<file path="src/rtl/dds_wavegen_if.sv">
// ---------------------------------------------------------------------------
// dds_wavegen_if
//   Control/configuration and sample-stream bundle for the DDS waveform
//   generator.
//
//   Control (master -> slave):
//     en          1 = generate, 0 = stop at the next phase wrap
//     cfg_load    one-cycle strobe capturing wave_sel/ftw/phase_ofs/amp
//     wave_sel    0 sine, 1 square, 2 triangle, 3 sawtooth
//     ftw         frequency tuning word (accumulator step)
//     phase_ofs   phase offset added to the table address
//     amp         amplitude gain, 256 = unity, larger values clamp to 256
//   Status/stream (slave -> master):
//     data_out    offset-binary sample, midscale when idle
//     data_valid  high while data_out carries generated samples
//     sync        one-cycle pulse on the first sample of each period
//     cfg_pending a captured configuration waits for the next wrap
// ---------------------------------------------------------------------------
interface dds_wavegen_if #(
    parameter int ACC_W  = 24,
    parameter int LUT_AW = 8,
    parameter int DATA_W = 10
);
    logic              en;
    logic              cfg_load;
    logic [1:0]        wave_sel;
    logic [ACC_W-1:0]  ftw;
    logic [LUT_AW-1:0] phase_ofs;
    logic [8:0]        amp;
    logic [DATA_W-1:0] data_out;
    logic              data_valid;
    logic              sync;
    logic              cfg_pending;

    modport master (
        output en, cfg_load, wave_sel, ftw, phase_ofs, amp,
        input  data_out, data_valid, sync, cfg_pending
    );

    modport slave (
        input  en, cfg_load, wave_sel, ftw, phase_ofs, amp,
        output data_out, data_valid, sync, cfg_pending
    );
endinterface

</file>
<file path="src/rtl/dds_wavegen.sv">
// ---------------------------------------------------------------------------
// dds_wavegen
//   Direct digital synthesis waveform generator: phase accumulator, phase to
//   amplitude conversion (sine table, square, triangle, sawtooth) and signed
//   gain around midscale, in a three-stage pipeline.  A new configuration
//   loaded while running is held in a shadow copy and takes effect at the
//   next phase wrap so a period never mixes two configurations.
//
//   Ports:
//     clk   single clock, rising edge
//     rst   synchronous, active-high reset
//     bus   dds_wavegen_if.slave (control inputs, sample stream outputs)
// ---------------------------------------------------------------------------
module dds_wavegen #(
    parameter int ACC_W  = 24,
    parameter int LUT_AW = 8,
    parameter int DATA_W = 10
) (
    input  logic          clk,
    input  logic          rst,
    dds_wavegen_if.slave  bus
);

    localparam int                SH        = DATA_W - LUT_AW;
    localparam int                PW        = DATA_W + 11;
    localparam logic [DATA_W-1:0] MID       = {1'b1, {(DATA_W-1){1'b0}}};
    localparam logic [8:0]        AMP_UNITY = 9'd256;
    localparam real               PI        = 3.14159265358979323846;

    typedef enum logic [1:0] {S_IDLE, S_RUN, S_STOPPING} state_t;
    typedef enum logic [1:0] {W_SINE, W_SQUARE, W_TRI, W_SAW} wave_t;

    typedef struct packed {
        wave_t             wave;
        logic [ACC_W-1:0]  ftw;
        logic [LUT_AW-1:0] ofs;
        logic [8:0]        amp;
    } cfg_t;

    localparam cfg_t CFG_RESET = '{wave: W_SINE, ftw: '0, ofs: '0, amp: AMP_UNITY};

    // ------------------------------------------------------------------
    // Full-period sine table, computed at elaboration.
    // ------------------------------------------------------------------
    function automatic logic [DATA_W-1:0] sine_point(input int idx);
        real ang;
        real s;
        int  r;
        ang = 2.0 * PI * real'(idx) / real'(1 << LUT_AW);
        s   = real'((1 << (DATA_W - 1)) - 1) * $sin(ang);
        if (s >= 0.0) r = $rtoi(s + 0.5);
        else          r = -$rtoi(-s + 0.5);
        return DATA_W'((1 << (DATA_W - 1)) + r);
    endfunction

    // NOTE: the table is a set of constant nets, not storage, so there is
    // nothing to reset; only the pipeline registers around it are cleared.
    logic [DATA_W-1:0] sine_rom [1 << LUT_AW];
    for (genvar gi = 0; gi < (1 << LUT_AW); gi++) begin : g_sine
        assign sine_rom[gi] = sine_point(gi);
    end

    // ------------------------------------------------------------------
    // Control: FSM, accumulator, active/shadow configuration
    // ------------------------------------------------------------------
    state_t           state_q, state_d;
    logic [ACC_W-1:0] acc_q, acc_d;
    cfg_t             act_q, act_d;
    cfg_t             shd_q, shd_d;
    logic             pend_q, pend_d;
    logic             start_q, start_d;   // current sample opens a period

    cfg_t         cfg_in;
    logic [ACC_W:0] sum;
    logic         running;
    logic         wrap;

    always_comb begin
        cfg_in.wave = wave_t'(bus.wave_sel);
        cfg_in.ftw  = bus.ftw;
        cfg_in.ofs  = bus.phase_ofs;
        cfg_in.amp  = (bus.amp > AMP_UNITY) ? AMP_UNITY : bus.amp;
    end

    assign sum     = {1'b0, acc_q} + {1'b0, act_q.ftw};
    assign running = (state_q != S_IDLE);
    assign wrap    = running && sum[ACC_W];

    always_comb begin
        // NOTE: every output of this block gets a default first so no path
        // leaves a variable unassigned (which would infer a latch).
        state_d = state_q;
        acc_d   = acc_q;
        act_d   = act_q;
        shd_d   = shd_q;
        pend_d  = pend_q;
        start_d = 1'b0;

        unique case (state_q)
            S_IDLE: begin
                if (bus.en) begin
                    state_d = S_RUN;
                    acc_d   = '0;
                    start_d = 1'b1;
                end
            end
            S_RUN: begin
                acc_d   = sum[ACC_W-1:0];
                start_d = wrap;
                if (!bus.en) state_d = S_STOPPING;
            end
            S_STOPPING: begin
                acc_d = sum[ACC_W-1:0];
                if (bus.en) begin
                    state_d = S_RUN;
                    start_d = wrap;
                end else if (wrap || act_q.ftw == '0) begin
                    state_d = S_IDLE;
                end
            end
            default: state_d = S_IDLE;
        endcase

        // Configuration changes only at period boundaries while running:
        // a wrap, or the stop that returns to idle. A load on that very
        // cycle wins over the older shadow copy.
        if (state_q == S_IDLE) begin
            if (bus.cfg_load) act_d = cfg_in;
        end else if (wrap || state_d == S_IDLE) begin
            if (bus.cfg_load)  act_d = cfg_in;
            else if (pend_q)   act_d = shd_q;
            pend_d = 1'b0;
        end else if (bus.cfg_load) begin
            shd_d  = cfg_in;
            pend_d = 1'b1;
        end
    end

    // ------------------------------------------------------------------
    // Datapath pipeline. Wave and gain travel with each address so every
    // sample is shaped by the configuration of its own period.
    // ------------------------------------------------------------------
    logic [LUT_AW-1:0] p1_q, p1_d;
    wave_t             wave1_q, wave1_d;
    logic [8:0]        amp1_q, amp1_d, amp2_q, amp2_d;
    logic              vld1_q, vld1_d, vld2_q, vld2_d, vld3_q, vld3_d;
    logic              sync1_q, sync1_d, sync2_q, sync2_d, sync3_q, sync3_d;
    logic [DATA_W-1:0] raw2_q, raw2_d;
    logic [DATA_W-1:0] data_out_q, data_out_d;

    logic [LUT_AW-1:0] tri_fold, tri_t;
    logic signed [DATA_W:0] diff;
    logic signed [PW-1:0]   prod;

    // Stage 1: table address.
    always_comb begin
        p1_d    = acc_q[ACC_W-1 -: LUT_AW] + act_q.ofs;
        wave1_d = act_q.wave;
        amp1_d  = act_q.amp;
        vld1_d  = running;
        sync1_d = running && start_q;
    end

    // Stage 2: raw waveform. The triangle doubles the address and folds the
    // second half back down.
    assign tri_fold = {p1_q[LUT_AW-2:0], 1'b0};
    assign tri_t    = p1_q[LUT_AW-1] ? ~tri_fold : tri_fold;

    always_comb begin
        raw2_d = '0;
        unique case (wave1_q)
            W_SINE:   raw2_d = sine_rom[p1_q];
            W_SQUARE: raw2_d = p1_q[LUT_AW-1] ? '0 : '1;
            W_TRI:    raw2_d = DATA_W'(tri_t) << SH;
            W_SAW:    raw2_d = DATA_W'(p1_q) << SH;
            default:  raw2_d = '0;
        endcase
        amp2_d  = amp1_q;
        vld2_d  = vld1_q;
        sync2_d = sync1_q;
    end

    // Stage 3: gain about midscale. The arithmetic shift floors toward
    // minus infinity; gain <= unity keeps the result inside the code range.
    assign diff = $signed({1'b0, raw2_q}) - $signed({1'b0, MID});
    assign prod = PW'(diff) * PW'($signed({1'b0, amp2_q}));

    always_comb begin
        data_out_d = vld2_q ? (MID + DATA_W'(prod >>> 8)) : MID;
        vld3_d     = vld2_q;
        sync3_d    = sync2_q;
    end

    // ------------------------------------------------------------------
    // Registers
    // ------------------------------------------------------------------
    // NOTE: sequential state uses non-blocking assignments so every flop
    // samples the pre-edge value of its peers.
    always_ff @(posedge clk) begin
        if (rst) begin
            state_q    <= S_IDLE;
            acc_q      <= '0;
            act_q      <= CFG_RESET;
            shd_q      <= CFG_RESET;
            pend_q     <= 1'b0;
            start_q    <= 1'b0;
            p1_q       <= '0;
            wave1_q    <= W_SINE;
            amp1_q     <= AMP_UNITY;
            vld1_q     <= 1'b0;
            sync1_q    <= 1'b0;
            raw2_q     <= MID;
            amp2_q     <= AMP_UNITY;
            vld2_q     <= 1'b0;
            sync2_q    <= 1'b0;
            data_out_q <= MID;
            vld3_q     <= 1'b0;
            sync3_q    <= 1'b0;
        end else begin
            state_q    <= state_d;
            acc_q      <= acc_d;
            act_q      <= act_d;
            shd_q      <= shd_d;
            pend_q     <= pend_d;
            start_q    <= start_d;
            p1_q       <= p1_d;
            wave1_q    <= wave1_d;
            amp1_q     <= amp1_d;
            vld1_q     <= vld1_d;
            sync1_q    <= sync1_d;
            raw2_q     <= raw2_d;
            amp2_q     <= amp2_d;
            vld2_q     <= vld2_d;
            sync2_q    <= sync2_d;
            data_out_q <= data_out_d;
            vld3_q     <= vld3_d;
            sync3_q    <= sync3_d;
        end
    end

    assign bus.data_out    = data_out_q;
    assign bus.data_valid  = vld3_q;
    assign bus.sync        = sync3_q;
    assign bus.cfg_pending = pend_q;

endmodule

</file>
<file path="src/flat_wrapper.sv">
// flat-port wrapper written by rule: the top's interface ports become plain ports
module dds_wavegen_flat 
#(
    parameter int ACC_W  = 24,
    parameter int LUT_AW = 8,
    parameter int DATA_W = 10
)
  (clk, rst, bus_en, bus_cfg_load, bus_wave_sel, bus_ftw, bus_phase_ofs, bus_amp, bus_data_out, bus_data_valid, bus_sync, bus_cfg_pending);
  dds_wavegen_if #(.ACC_W(ACC_W), .LUT_AW(LUT_AW), .DATA_W(DATA_W)) bus_i ();
  input  logic clk;
  input  logic rst;
  input wire logic [$bits(bus_i.en)-1:0] bus_en;
  input wire logic [$bits(bus_i.cfg_load)-1:0] bus_cfg_load;
  input wire logic [$bits(bus_i.wave_sel)-1:0] bus_wave_sel;
  input wire logic [$bits(bus_i.ftw)-1:0] bus_ftw;
  input wire logic [$bits(bus_i.phase_ofs)-1:0] bus_phase_ofs;
  input wire logic [$bits(bus_i.amp)-1:0] bus_amp;
  output wire logic [$bits(bus_i.data_out)-1:0] bus_data_out;
  output wire logic [$bits(bus_i.data_valid)-1:0] bus_data_valid;
  output wire logic [$bits(bus_i.sync)-1:0] bus_sync;
  output wire logic [$bits(bus_i.cfg_pending)-1:0] bus_cfg_pending;
  assign bus_i.en = bus_en;
  assign bus_i.cfg_load = bus_cfg_load;
  assign bus_i.wave_sel = bus_wave_sel;
  assign bus_i.ftw = bus_ftw;
  assign bus_i.phase_ofs = bus_phase_ofs;
  assign bus_i.amp = bus_amp;
  assign bus_data_out = bus_i.data_out;
  assign bus_data_valid = bus_i.data_valid;
  assign bus_sync = bus_i.sync;
  assign bus_cfg_pending = bus_i.cfg_pending;
  dds_wavegen #(.ACC_W(ACC_W), .LUT_AW(LUT_AW), .DATA_W(DATA_W)) u_core (.clk(clk), .rst(rst), .bus(bus_i));
endmodule
</file>
<file path="config.mk">
export PLATFORM = sky130hd
export DESIGN_NAME = dds_wavegen_flat
export DESIGN_NICKNAME = d
export VERILOG_FILES = /design/src/rtl/dds_wavegen_if.sv /design/src/rtl/dds_wavegen.sv /design/src/flat_wrapper.sv
export SDC_FILE = /design/constraint.sdc
export NUM_CORES = 1
export LEC_CHECK = 0
export ABC_AREA = 0
export CORE_MARGIN = 1.5
export CORE_UTILIZATION = 50
export CTS_CLUSTER_SIZE = 30
export DETAILED_ROUTE_END_ITERATION = 8
export GPL_ROUTABILITY_DRIVEN = 0
export PLACE_DENSITY = 0.76
export SYNTH_ARGS = -nofsm -noshare
export SYNTH_HDL_FRONTEND = slang
export SYNTH_SLANG_ARGS = --single-unit
</file>
<file path="constraint.sdc">
create_clock -name clk -period 6.4 [get_ports clk]
set_input_delay 0.96 -clock clk [delete_from_list [all_inputs] [get_ports clk]]
set_output_delay 0.96 -clock clk [all_outputs]
set_load 0.005 [all_outputs]
</file>
==> out/qor.csv, run 1 <==
stage,metric,value,unit
timing,Slew Limit Headroom,0.4387,
pwr,Psw,0.9424,mW
cells_and_area,Syn-to-layout area delta,9.185,%
global_routing,total track usage,0.2312,
cells_and_area,share of layout cells above drive strength 1,0.04582,
floorplanning,Starting Density,0.5103,
pwr,Int Pwr,2.011,mW
floorplanning,die area,27660,um2
timing,final setup fails,0,
timing,Final Hold Fails,0,
cells_and_area,Final nets,1835,
cells_and_area,Final Non-Filler Cells,1972,
route,WL/cell,15.88,um
global_routing,GRT busiest layer,met2,
min_path,worst hold endpoint,u_core.sync1_q$_SDFF_PP0_,
synth,async set-reset flop share out of synthesis,0,
pwr,Static Leak,6.616,nW
route,DR pass1 iterations,9,
synth,cell taking the most area after synthesis,dfxtp_1,
floorplanning,Die Span X,166.3,um
min_path,WHS Path Cells,1,
timing,Slew @ Worst Pin,0.8419,ns
placed_design,number of placed instances with taps included,1940,
placed_design,pre-CTS setup slack,1.144,ns
worst_setup_path,FF-to-FF path depth,18,
global_routing,largest net degree at the start of global routing,93,
global_routing,first-pass GRT wire length,53110,um
synth,Post-Synthesis Cells,1639,
timing,Final Max Slew Viols,0,
floorplanning,Cell Rows,59,
route,routed wire length,31320,um
worst_setup_path,CP Class,register to register,
synth,post-synth top area share,0.2522,
cts,clock transition at the registers of the reported paths,0.07,ns
timing,min Tclk post-route,5.313,ns
route,Via density,5.807,
worst_setup_path,worst reg2reg path endpoint,u_core.bus.data_out[9]$_SDFF_PP1_,
cells_and_area,Ant. Diodes,0,
timing,RSZ-0062 raised after global routing,no,
min_path,Hold Crit Start,u_core.start_q$_SDFF_PP0_,
min_path,Worst Hold Class,register to register,
floorplanning,core area,26130,um2
worst_setup_path,CP required,6.72,ns
timing,Tcrit/Tclk final,0.8302,
cts,clock sink count,168,
synth,Syn Nets,1850,
route,DR iter-0 viols,1139,
outcome,failing checks,design-rule violations,
cts,CTS tree,done,
cts,Num CTS Buffers,17,
worst_setup_path,Crit Reg-Reg Startpoint,u_core.raw2_q[7]$_SDFF_PP0_,
timing,clk_skew,0.01333,ns
route,post-route ant nets,0,
global_routing,met1 usage,0.2968,
cts,CTS HTree Levels,4,
pwr,Clk pwr share,0.353,
synth,main area contributors after synthesis,"dfxtp_1 (25%), fa_1 (11%), ha_1 (8.4%)",
synth,"Top FF cell, synth",dfxtp_1,
cts,"Setup Fix Bufs, Post-CTS",0,
global_routing,met3 Use GR,0.03503,
synth,YS warnings,0,
placed_design,PortBufs,59,
cts,clock latency on the worst-skew pair,0.43,ns
pwr,sequential share of power,0.402,
flow_run,Max Cap Violations,0,
pwr,Comb pwr share,0.245,
global_routing,vias in the first global route,11112,
timing,fmax,188.2,MHz
synth,sequential area share after synthesis,0.2522,
cts,CTS Buffer Depth,2,
synth,#FFs+latches synth,168,
floorplanning,io pins,60,
worst_setup_path,Worst Path Max Fanout,9,
cts,post-CTS sizing,0,
worst_setup_path,worst reg2reg setup slack,1.09,ns
timing,TNS Setup,0,ns
cts,CTS root buffer,clkbuf_16,
synth,number of synthesized flops with an enable pin,0,
global_routing,grt met2 use,0.3887,
pwr,Sw Share,0.3191,
pwr,"IR drop worst, VDD",0.1449,mV
outcome,status,"finished, violations left",
placed_design,hpwl dp,22080,um
cells_and_area,most frequent cells in the layout,"dfxtp_1 (166), nor2_1 (163), nand2_1 (147), inv_1 (125), a21oi_1 (116)",
cells_and_area,area of the multi-input gates,9006,um2
cells_and_area,final core utilization,0.5572,
floorplanning,Die H,166.3,um
cts,hold_buf cts,0,
global_routing,grt total ovfl,0,
synth,"Avg Cell Area, Syn",8.137,um2
cells_and_area,fillers,2354,
timing,Final WS setup,1.087,ns
cells_and_area,"most common cell after layout, fill and taps aside",dfxtp_1,
global_routing,initial antenna violation count,0,
route,total number of vias,11452,
worst_setup_path,Critical Path AT,5.64,ns
route,DRC,4,
worst_setup_path,crit end category,register,
pwr,Pwr Density,202.9,nW/um2
cells_and_area,Seq. cell area,3366,um2
synth,Yosys cell types,74,
pwr,total power,2.954,mW
worst_setup_path,CP Launch Type,register,
synth,Post-Syn Area,13340,um2
==> critical path, stage by stage, from the launching register on <==
cell,delay [ns]
dfxtp_1,0.49
nand2_1,0.14
fa_1,0.55
inv_1,0.06
fa_1,0.50
inv_1,0.06
fa_1,0.56
fa_1,0.43
fa_1,0.49
inv_1,0.04
ha_1,0.32
a21o_1,0.19
a32oi_1,0.30
a21oi_1,0.22
a211o_1,0.32
a21oi_1,0.22
o21bai_1,0.11
xnor2_1,0.16
nand2_1,0.06
==> metrics by stage <==
stage                     instance area (um2)  hold WS [ns]
after CTS                               14560        0.4223
after global routing                    14560        0.4454
after detailed placement                13960        0.4059
final                                   14560        0.4330
after global placement                  13960        0.3974
after floorplan                         13340        0.3895
==> layer usage <==
layer  vias up  wire, um
met4         0       952
met5         -         0
met2       416     14870
met1      5377     13590
met3        78      1911
li1       5581         -
==> final cells by class <==
cell class / count / area share
well taps: 335 / 0.02878
clock inverters: 12 / 0.009624
clock buffers: 20 / 0.03136
inverters: 128 / 0.03300
multi-input cells: 1236 / 0.6185
repair buffers: 73 / 0.04760
flip-flops and latches: 168 / 0.2311
==> registers in the layout, summed over array words and instances (netlist names), 2 cells and up <==
register,cells
u_core.acc_q,24
u_core.act_q,32
u_core.amp1_d,9
u_core.amp1_q,9
u_core.amp2_q,9
u_core.bus.data_out,10
u_core.p1_q,8
u_core.raw2_q,10
u_core.shd_q,43
u_core.state_q,2
u_core.wave1_d,2
u_core.wave1_q,2
==> cell families after synthesis <==
family          share of synthesized area
flops                              0.2522
buf+inv                           0.07252
fa+ha+maj                          0.1955
simple gates                       0.2194
compound gates                     0.1870
xor+xnor                          0.02824
mux                               0.04513
==> power groups by stage <==
stage | Combinational, mW | Sequential (mW) | Clock, mW
floorplan | 0.570 | 1.17 | 0
global placement | 0.695 | 1.20 | 0
detailed placement | 0.711 | 1.21 | 0
CTS | 0.715 | 1.18 | 1.06
global route | 0.805 | 1.20 | 1.11
finish | 0.723 | 1.19 | 1.04
==> worst max-delay path by stage <==
stage | slack [ns] | depth (start not counted) | startpoint | end
finish | 1.09 | 18 | u_core.raw2_q[7]$_SDFF_PP0_ | u_core.bus.data_out[9]$_SDFF_PP1_
global route | 0.80 | 18 | u_core.amp2_q[2]$_SDFF_PP0_ | u_core.bus.data_out[9]$_SDFF_PP1_
CTS | 1.14 | 18 | u_core.amp2_q[2]$_SDFF_PP0_ | u_core.bus.data_out[9]$_SDFF_PP1_
global placement | 1.29 | 18 | u_core.amp2_q[1]$_SDFF_PP0_ | u_core.bus.data_out[9]$_SDFF_PP1_
floorplan | 1.43 | 19 | u_core.amp2_q[1]$_SDFF_PP0_ | u_core.bus.data_out[9]$_SDFF_PP1_
detailed placement | 1.14 | 18 | u_core.amp2_q[2]$_SDFF_PP0_ | u_core.bus.data_out[9]$_SDFF_PP1_
==> synthesized netlist by cell type, types with 11 or more instances <==
master,n
dfxtp_1,168
nor2_1,163
nand2_1,147
inv_1,125
a21oi_1,116
nor2b_1,100
ha_1,90
o21ai_0,75
fa_1,74
clkbuf_1,73
nor3_1,52
and2_1,43
mux2i_1,41
o22a_1,31
xnor2_1,28
nand3_1,17
o211ai_1,16
o31ai_1,16
nand2b_1,15
xor2_1,15
a31oi_1,14
a21o_1,12
buf_2,11
Note: power is estimated with default switching activity, not from simulation.
==> run 2, diff against run 1 <==
--- a/config.mk
+++ b/config.mk
@@ -11,7 +11,7 @@
 export CTS_CLUSTER_SIZE = 30
 export DETAILED_ROUTE_END_ITERATION = 8
 export GPL_ROUTABILITY_DRIVEN = 0
-export PLACE_DENSITY = 0.76
+export PLACE_DENSITY = 0.79
 export SYNTH_ARGS = -nofsm -noshare
 export SYNTH_HDL_FRONTEND = slang
 export SYNTH_SLANG_ARGS = --single-unit
==> constraint.sdc (replaced) <==
create_clock -name clk -period 4.5 [get_ports clk]
set_input_delay 0.675 -clock clk [delete_from_list [all_inputs] [get_ports clk]]
set_output_delay 0.675 -clock clk [all_outputs]
set_load 0.005 [all_outputs]
==> run 2 against run 1 <==
Effect of this change: the run ends with design-rule violations, negative setup slack left; non-clock buffer count is 49 higher; via count increased by 4.1%; first-iteration DRC count increased by 22%; critical path depth rose by 1; critical path type unchanged; highest routed layer unchanged.
==> out/qor.csv, run 2 (synthesized netlist as in run 1, its figures left out) <==
stage,metric,value,unit
global_routing,grt met2 use,0.4197,
timing,Final Max Slew Viols,0,
floorplanning,Die H,166.3,um
min_path,worst hold endpoint,u_core.amp2_q[8]$_SDFF_PP1_,
cells_and_area,Syn-to-layout area delta,13.75,%
worst_setup_path,Critical Path AT,5.00,ns
floorplanning,core area,26130,um2
worst_setup_path,Crit Reg-Reg Startpoint,u_core.raw2_q[7]$_SDFF_PP0_,
global_routing,met3 Use GR,0.04266,
floorplanning,Die Span X,166.3,um
min_path,Hold Crit Start,u_core.amp1_q[8]$_SDFF_PP1_,
cts,CTS Buffer Depth,2,
cells_and_area,most frequent cells in the layout,"nor2_1 (161), dfxtp_1 (151), nand2_1 (140), inv_1 (118), a21oi_1 (113)",
global_routing,largest net degree at the start of global routing,92,
cells_and_area,share of layout cells above drive strength 1,0.1068,
cells_and_area,Ant. Diodes,0,
worst_setup_path,FF-to-FF path depth,19,
timing,TNS Setup,-0.5733,ns
timing,WHS,0.4322,ns
cts,clock transition at the registers of the reported paths,0.08,ns
timing,min Tclk post-route,4.668,ns
route,post-route ant nets,0,
timing,final setup fails,5,
cells_and_area,"most common cell after layout, fill and taps aside",nor2_1,
floorplanning,io pins,60,
outcome,failing checks,"design-rule violations, negative setup slack",
route,Via density,5.902,
cells_and_area,largest registers,"u_core.shd_q (43), u_core.act_q (32), u_core.acc_q (24)",
pwr,"IR drop worst, VDD",0.2414,mV
worst_setup_path,CP Class,register to register,
placed_design,pre-CTS setup slack,-0.4269,ns
pwr,total power,4.288,mW
route,DRC,2,
global_routing,grt total ovfl,0,
cts,Num CTS Buffers,17,
cells_and_area,Final nets,1884,
timing,Slew Limit Headroom,0.4504,
placed_design,post-placement cell area,14370,um2
cells_and_area,final core utilization,0.5805,
floorplanning,Starting Density,0.5103,
cts,CTS tree,done,
cells_and_area,number of flip-flops in the largest register,43,
global_routing,total track usage,0.2415,
timing,clk_skew,0.02248,ns
flow_run,Max Cap Violations,0,
placed_design,PortBufs,59,
min_path,WHS Path Cells,1,
route,DR iter-0 viols,1385,
timing,Final Hold Fails,0,
global_routing,GRT busiest layer,met2,
pwr,Static Leak,6.916,nW
worst_setup_path,Worst Path Max Fanout,4,
cells_and_area,Finished Cell Area,15170,um2
worst_setup_path,CP Launch Type,register,
global_routing,met1 usage,0.2951,
timing,RSZ-0062 raised after global routing,yes,
route,WL/cell,16.49,um
route,DR pass1 iterations,8,
cts,clock latency on the worst-skew pair,0.44,ns
timing,Slew @ Worst Pin,0.8236,ns
global_routing,first-pass GRT wire length,55480,um
worst_setup_path,CP required,4.83,ns
cells_and_area,Final Non-Filler Cells,2021,
outcome,status,"finished, violations left",
min_path,Worst Hold Class,register to register,
route,routed wire length,33320,um
worst_setup_path,crit end category,register,
placed_design,hpwl dp,23350,um
timing,fmax,214.2,MHz
global_routing,initial antenna violation count,0,
floorplanning,die area,27660,um2
cts,CTS HTree Levels,4,
pwr,Pwr Density,282.7,nW/um2
cts,clock sink count,168,
route,total number of vias,11927,
worst_setup_path,worst reg2reg setup slack,-0.17,ns
cts,CTS root buffer,clkbuf_16,
global_routing,vias in the first global route,11713,
worst_setup_path,worst reg2reg path endpoint,u_core.bus.data_out[9]$_SDFF_PP1_,
floorplanning,Cell Rows,59,
timing,Final WS setup,-0.1683,ns
placed_design,number of placed instances with taps included,1985,
cells_and_area,most flop-heavy register,u_core.shd_q,
timing,Tcrit/Tclk final,1.037,
run 2: cell types whose count changed in the layout (fill, tap and decap cells not counted), sizes merged:
cell      delta
bufinv       -2
clkbuf       -3
clkinv       +2
clkinvlp     +1
inv          +2
buf         +49
run 2: layer usage:
layer / wire, um / vias up
met5: 0 / -
met4: 1080 / 0
met3: 2253 / 112
met2: 16270 / 531
met1: 13710 / 5598
li1: - / 5686
run 2: power by group:
| group | leakage [nW] | internal [mW] | switching (mW) |
|---|---|---|---|
| Combinational | 5.26 | 0.476 | 0.662 |
| Sequential | 1.37 | 1.58 | 0.0920 |
| Clock | 0.283 | 0.750 | 0.726 |
run 2: how the worst max path moves through the flow:
stage | from | endpoint | cells after the start
after CTS | u_core.amp2_q[1]$_SDFF_PP0_ | u_core.bus.data_out[8]$_SDFF_PP0_ | 18
after global placement | u_core.amp2_q[1]$_SDFF_PP0_ | u_core.bus.data_out[9]$_SDFF_PP1_ | 17
after floorplan | u_core.amp2_q[1]$_SDFF_PP0_ | u_core.bus.data_out[9]$_SDFF_PP1_ | 19
after global routing | u_core.raw2_q[7]$_SDFF_PP0_ | u_core.bus.data_out[9]$_SDFF_PP1_ | 19
after detailed placement | u_core.amp2_q[1]$_SDFF_PP0_ | u_core.bus.data_out[9]$_SDFF_PP1_ | 19
final | u_core.raw2_q[7]$_SDFF_PP0_ | u_core.bus.data_out[9]$_SDFF_PP1_ | 19
run 2: critical path, cell delays in order, from the launching register on:
cell and delay, ns:
dfxtp_4 0.37, buf_4 0.13, nand2_1 0.07, fa_1 0.50, inv_1 0.05, fa_1 0.51
fa_1 0.46, fa_1 0.52, inv_1 0.06, fa_1 0.50, inv_1 0.05, ha_1 0.23
a21oi_2 0.16, nor2_1 0.05, o21a_1 0.16, a211o_1 0.27, a21oi_2 0.15, o21bai_1 0.09
xnor2_1 0.16, nand2_1 0.06
run 2: final cells by class:
class                   instances  area (um2)
inverters                     128       480.5
well taps                     335       419.2
clock buffers                  17       425.4
fillers                      2272       10960
repair buffers                122        1069
clock inverters                15       177.7
flip-flops and latches        168        3407
multi-input cells            1236        9193
run 2: what timing repair did:
item / CTS / global route
setup endpoints to repair: 6 / 8
gates resized for setup: 34 / 25
hold buffers: 0 / 0
pin swaps: 14 / 21
buffers inserted: 3 / 2
==> run 3, diff against run 2 <==
--- a/config.mk
+++ b/config.mk
@@ -6,6 +6,7 @@
 export NUM_CORES = 1
 export LEC_CHECK = 0
 export ABC_AREA = 0
+export CORE_ASPECT_RATIO = 1.2
 export CORE_MARGIN = 1.5
 export CORE_UTILIZATION = 50
 export CTS_CLUSTER_SIZE = 30
==> run 3 against run 2 <==
Effect of this change: the flow finishes with violations (negative setup slack); utilization shrank 0.24 points; sequential power is essentially flat; count of clock-buffer cells in the layout is the same; critical path type unchanged; wire length shrank 1.7%; sequential cell count is the same; power grew 0.85%; first-iteration DRC count shrank 8.0%; clock skew shrank 0.010 ns.
==> out/qor.csv, run 3 (synthesized netlist as in run 1, its figures left out) <==
stage,metric,value,unit
cts,clock latency on the worst-skew pair,0.44,ns
worst_setup_path,worst reg2reg setup slack,-0.20,ns
worst_setup_path,CP Launch Type,register,
worst_setup_path,worst-path cell chain,nand2_4 -> fa_1 -> inv_1 -> fa_1 -> inv_2 -> fa_1 -> fa_1 -> fa_1 -> inv_2 -> ha_4 -> a21o_1 -> a32oi_2 -> a21oi_2 -> a211o_1 -> a21oi_2 -> buf_4 -> xnor2_2 -> nor2_1,
cts,clock transition at the registers of the reported paths,0.08,ns
worst_setup_path,CP most frequent cell,fa_1,
timing,Tcrit/Tclk final,1.044,
global_routing,grt total ovfl,0,
timing,clk_skew,0.01202,ns
cells_and_area,share of layout cells above drive strength 1,0.1036,
route,DRC,0,
floorplanning,io pins,60,
route,DR iter-0 viols,1274,
cells_and_area,largest registers,"u_core.shd_q (43), u_core.act_q (32), u_core.acc_q (24)",
route,routed wire length,32760,um
global_routing,initial antenna violation count,0,
cells_and_area,"most common cell after layout, fill and taps aside",nor2_1,
worst_setup_path,Crit Reg-Reg Startpoint,u_core.amp2_q[1]$_SDFF_PP0_,
worst_setup_path,worst reg2reg path endpoint,u_core.bus.data_out[8]$_SDFF_PP0_,
timing,Slew Limit Headroom,0.4263,
cells_and_area,most frequent cells in the layout,"nor2_1 (161), dfxtp_1 (151), nand2_1 (143), inv_1 (121), a21oi_1 (113)",
global_routing,largest net degree at the start of global routing,92,
flow_run,Max Cap Violations,0,
global_routing,total track usage,0.2423,
route,post-route ant nets,0,
cts,CTS Buffer Depth,2,
min_path,Worst Hold Class,register to register,
cells_and_area,Ant. Diodes,0,
floorplanning,Starting Density,0.5077,
pwr,Static Leak,6.952,nW
cts,Num CTS Buffers,17,
worst_setup_path,Worst Path Max Fanout,6,
placed_design,hpwl dp,23460,um
cells_and_area,Final nets,1887,
worst_setup_path,CP required,4.82,ns
worst_setup_path,crit end category,register,
pwr,Pwr Density,284.8,nW/um2
outcome,status,"finished, violations left",
worst_setup_path,CP Class,register to register,
placed_design,PortBufs,59,
floorplanning,Cell Rows,65,
cells_and_area,Final Non-Filler Cells,2024,
route,total number of vias,11907,
placed_design,number of placed instances with taps included,1987,
outcome,failing checks,negative setup slack,
global_routing,first-pass GRT wire length,55880,um
timing,min Tclk post-route,4.697,ns
cells_and_area,Syn-to-layout area delta,13.88,%
timing,final setup fails,5,
floorplanning,die area,27670,um2
worst_setup_path,crit path from,u_core.amp2_q[1]$_SDFF_PP0_,
cts,CTS HTree Levels,4,
timing,Final WS setup,-0.1968,ns
cells_and_area,number of flip-flops in the largest register,43,
cts,hold_buf cts,0,
placed_design,pre-CTS setup slack,-0.4294,ns
cts,CTS root buffer,clkbuf_16,
worst_setup_path,Crit-path slowest cell,fa_1,
cts,CTS tree,done,
timing,WHS,0.4098,ns
worst_setup_path,FF-to-FF path depth,18,
route,DR pass1 iterations,6,
cts,clock sink count,168,
floorplanning,Die H,181.9,um
floorplanning,Die Span X,152.1,um
timing,fmax,212.9,MHz
worst_setup_path,Worst setup endpoint,u_core.bus.data_out[8]$_SDFF_PP0_,
route,WL/cell,16.19,um
timing,Final Hold Fails,0,
timing,Final Max Slew Viols,0,
cells_and_area,most flop-heavy register,u_core.shd_q,
global_routing,vias in the first global route,11915,
timing,RSZ-0062 raised after global routing,yes,
pwr,"IR drop worst, VDD",0.3083,mV
timing,Slew @ Worst Pin,0.8574,ns
worst_setup_path,Critical Path AT,5.02,ns
route,Via density,5.883,
floorplanning,core area,26270,um2
worst_setup_path,delay of the slowest cell on the worst path,0.54,ns
[run 3: changes by cell type in the layout (fill, tap and decap cells not counted), sizes merged]
cell / delta
bufinv: +1
clkinv: +1
clkinvlp: -2
buf: +3
[run 3: worst min path at each step]
| stage | startpoint | to | cells after the start |
|---|---|---|---|
| floorplan | u_core.amp1_q[8]$_SDFF_PP1_ | u_core.amp2_q[8]$_SDFF_PP1_ | 1 |
| global placement | u_core.amp1_q[8]$_SDFF_PP1_ | u_core.amp2_q[8]$_SDFF_PP1_ | 1 |
| CTS | u_core.amp1_q[8]$_SDFF_PP1_ | u_core.amp2_q[8]$_SDFF_PP1_ | 1 |
| detailed placement | u_core.amp1_q[8]$_SDFF_PP1_ | u_core.amp2_q[8]$_SDFF_PP1_ | 1 |
| global route | u_core.amp1_q[4]$_SDFF_PP0_ | u_core.amp2_q[4]$_SDFF_PP0_ | 1 |
| finish | u_core.amp1_q[8]$_SDFF_PP1_ | u_core.amp2_q[8]$_SDFF_PP1_ | 1 |
[run 3: stage by stage]
| step | TNS (ns) | instance area (um2) | power (mW) | util |
|---|---|---|---|---|
| 6_report | -0.5828 | 15190 | 4.325 | 0.5781 |
| 5_1_grt | -1.781 | 15190 | 4.552 | 0.5781 |
| 4_1_cts | -0.5637 | 15110 | 4.312 | 0.5752 |
| 3_5_place_dp | -1.975 | 14380 | 2.794 | 0.5475 |
| 3_3_place_gp | -1.142 | 14380 | 2.760 | 0.5475 |
| 2_1_floorplan | -0.1857 | 13480 | 2.493 | - |
[run 3: repair_timing]
item / 4_1_cts / 5_1_grt
resized for setup: 30 / 16
pin swaps: 17 / 10
buffers inserted: 3 / 2
setup endpoints to repair: 6 / 8
[run 3: power breakdown]
part | internal [mW] | switching, mW
clock network | 0.806 | 0.713
logic | 0.475 | 0.654
registers | 1.58 | 0.0936
total | 2.86 | 1.46
[run 3: cell type report]
cell class                      instances  area [um2]
Fill cell                            2278       11080
Multi-Input combinational cell       1236        9174
Sequential cell                       168        3400
Timing Repair Buffer                  125        1087
Inverter                              128       480.5
Clock buffer                           17       425.4
Tap cell                              335       419.2
Clock inverter                         15       201.4
[run 3: routing by layer]
layer  wire, um  up-vias  global-route usage
li1           -     5708                   -
met1      12950     5642              0.2782
met2      16630      441              0.4328
met3       1893      116             0.03986
met4       1293        0              0.1235
met5          0        -                   0
[run 3: critical path, delay by kind of cell (launching register included)]
kind | cells | cell delay, ns
buf+inv | 4 | 0.28
simple gates | 2 | 0.12
flops | 1 | 0.41
xor+xnor | 1 | 0.10
compound gates | 5 | 0.96
fa+ha+maj | 6 | 2.71
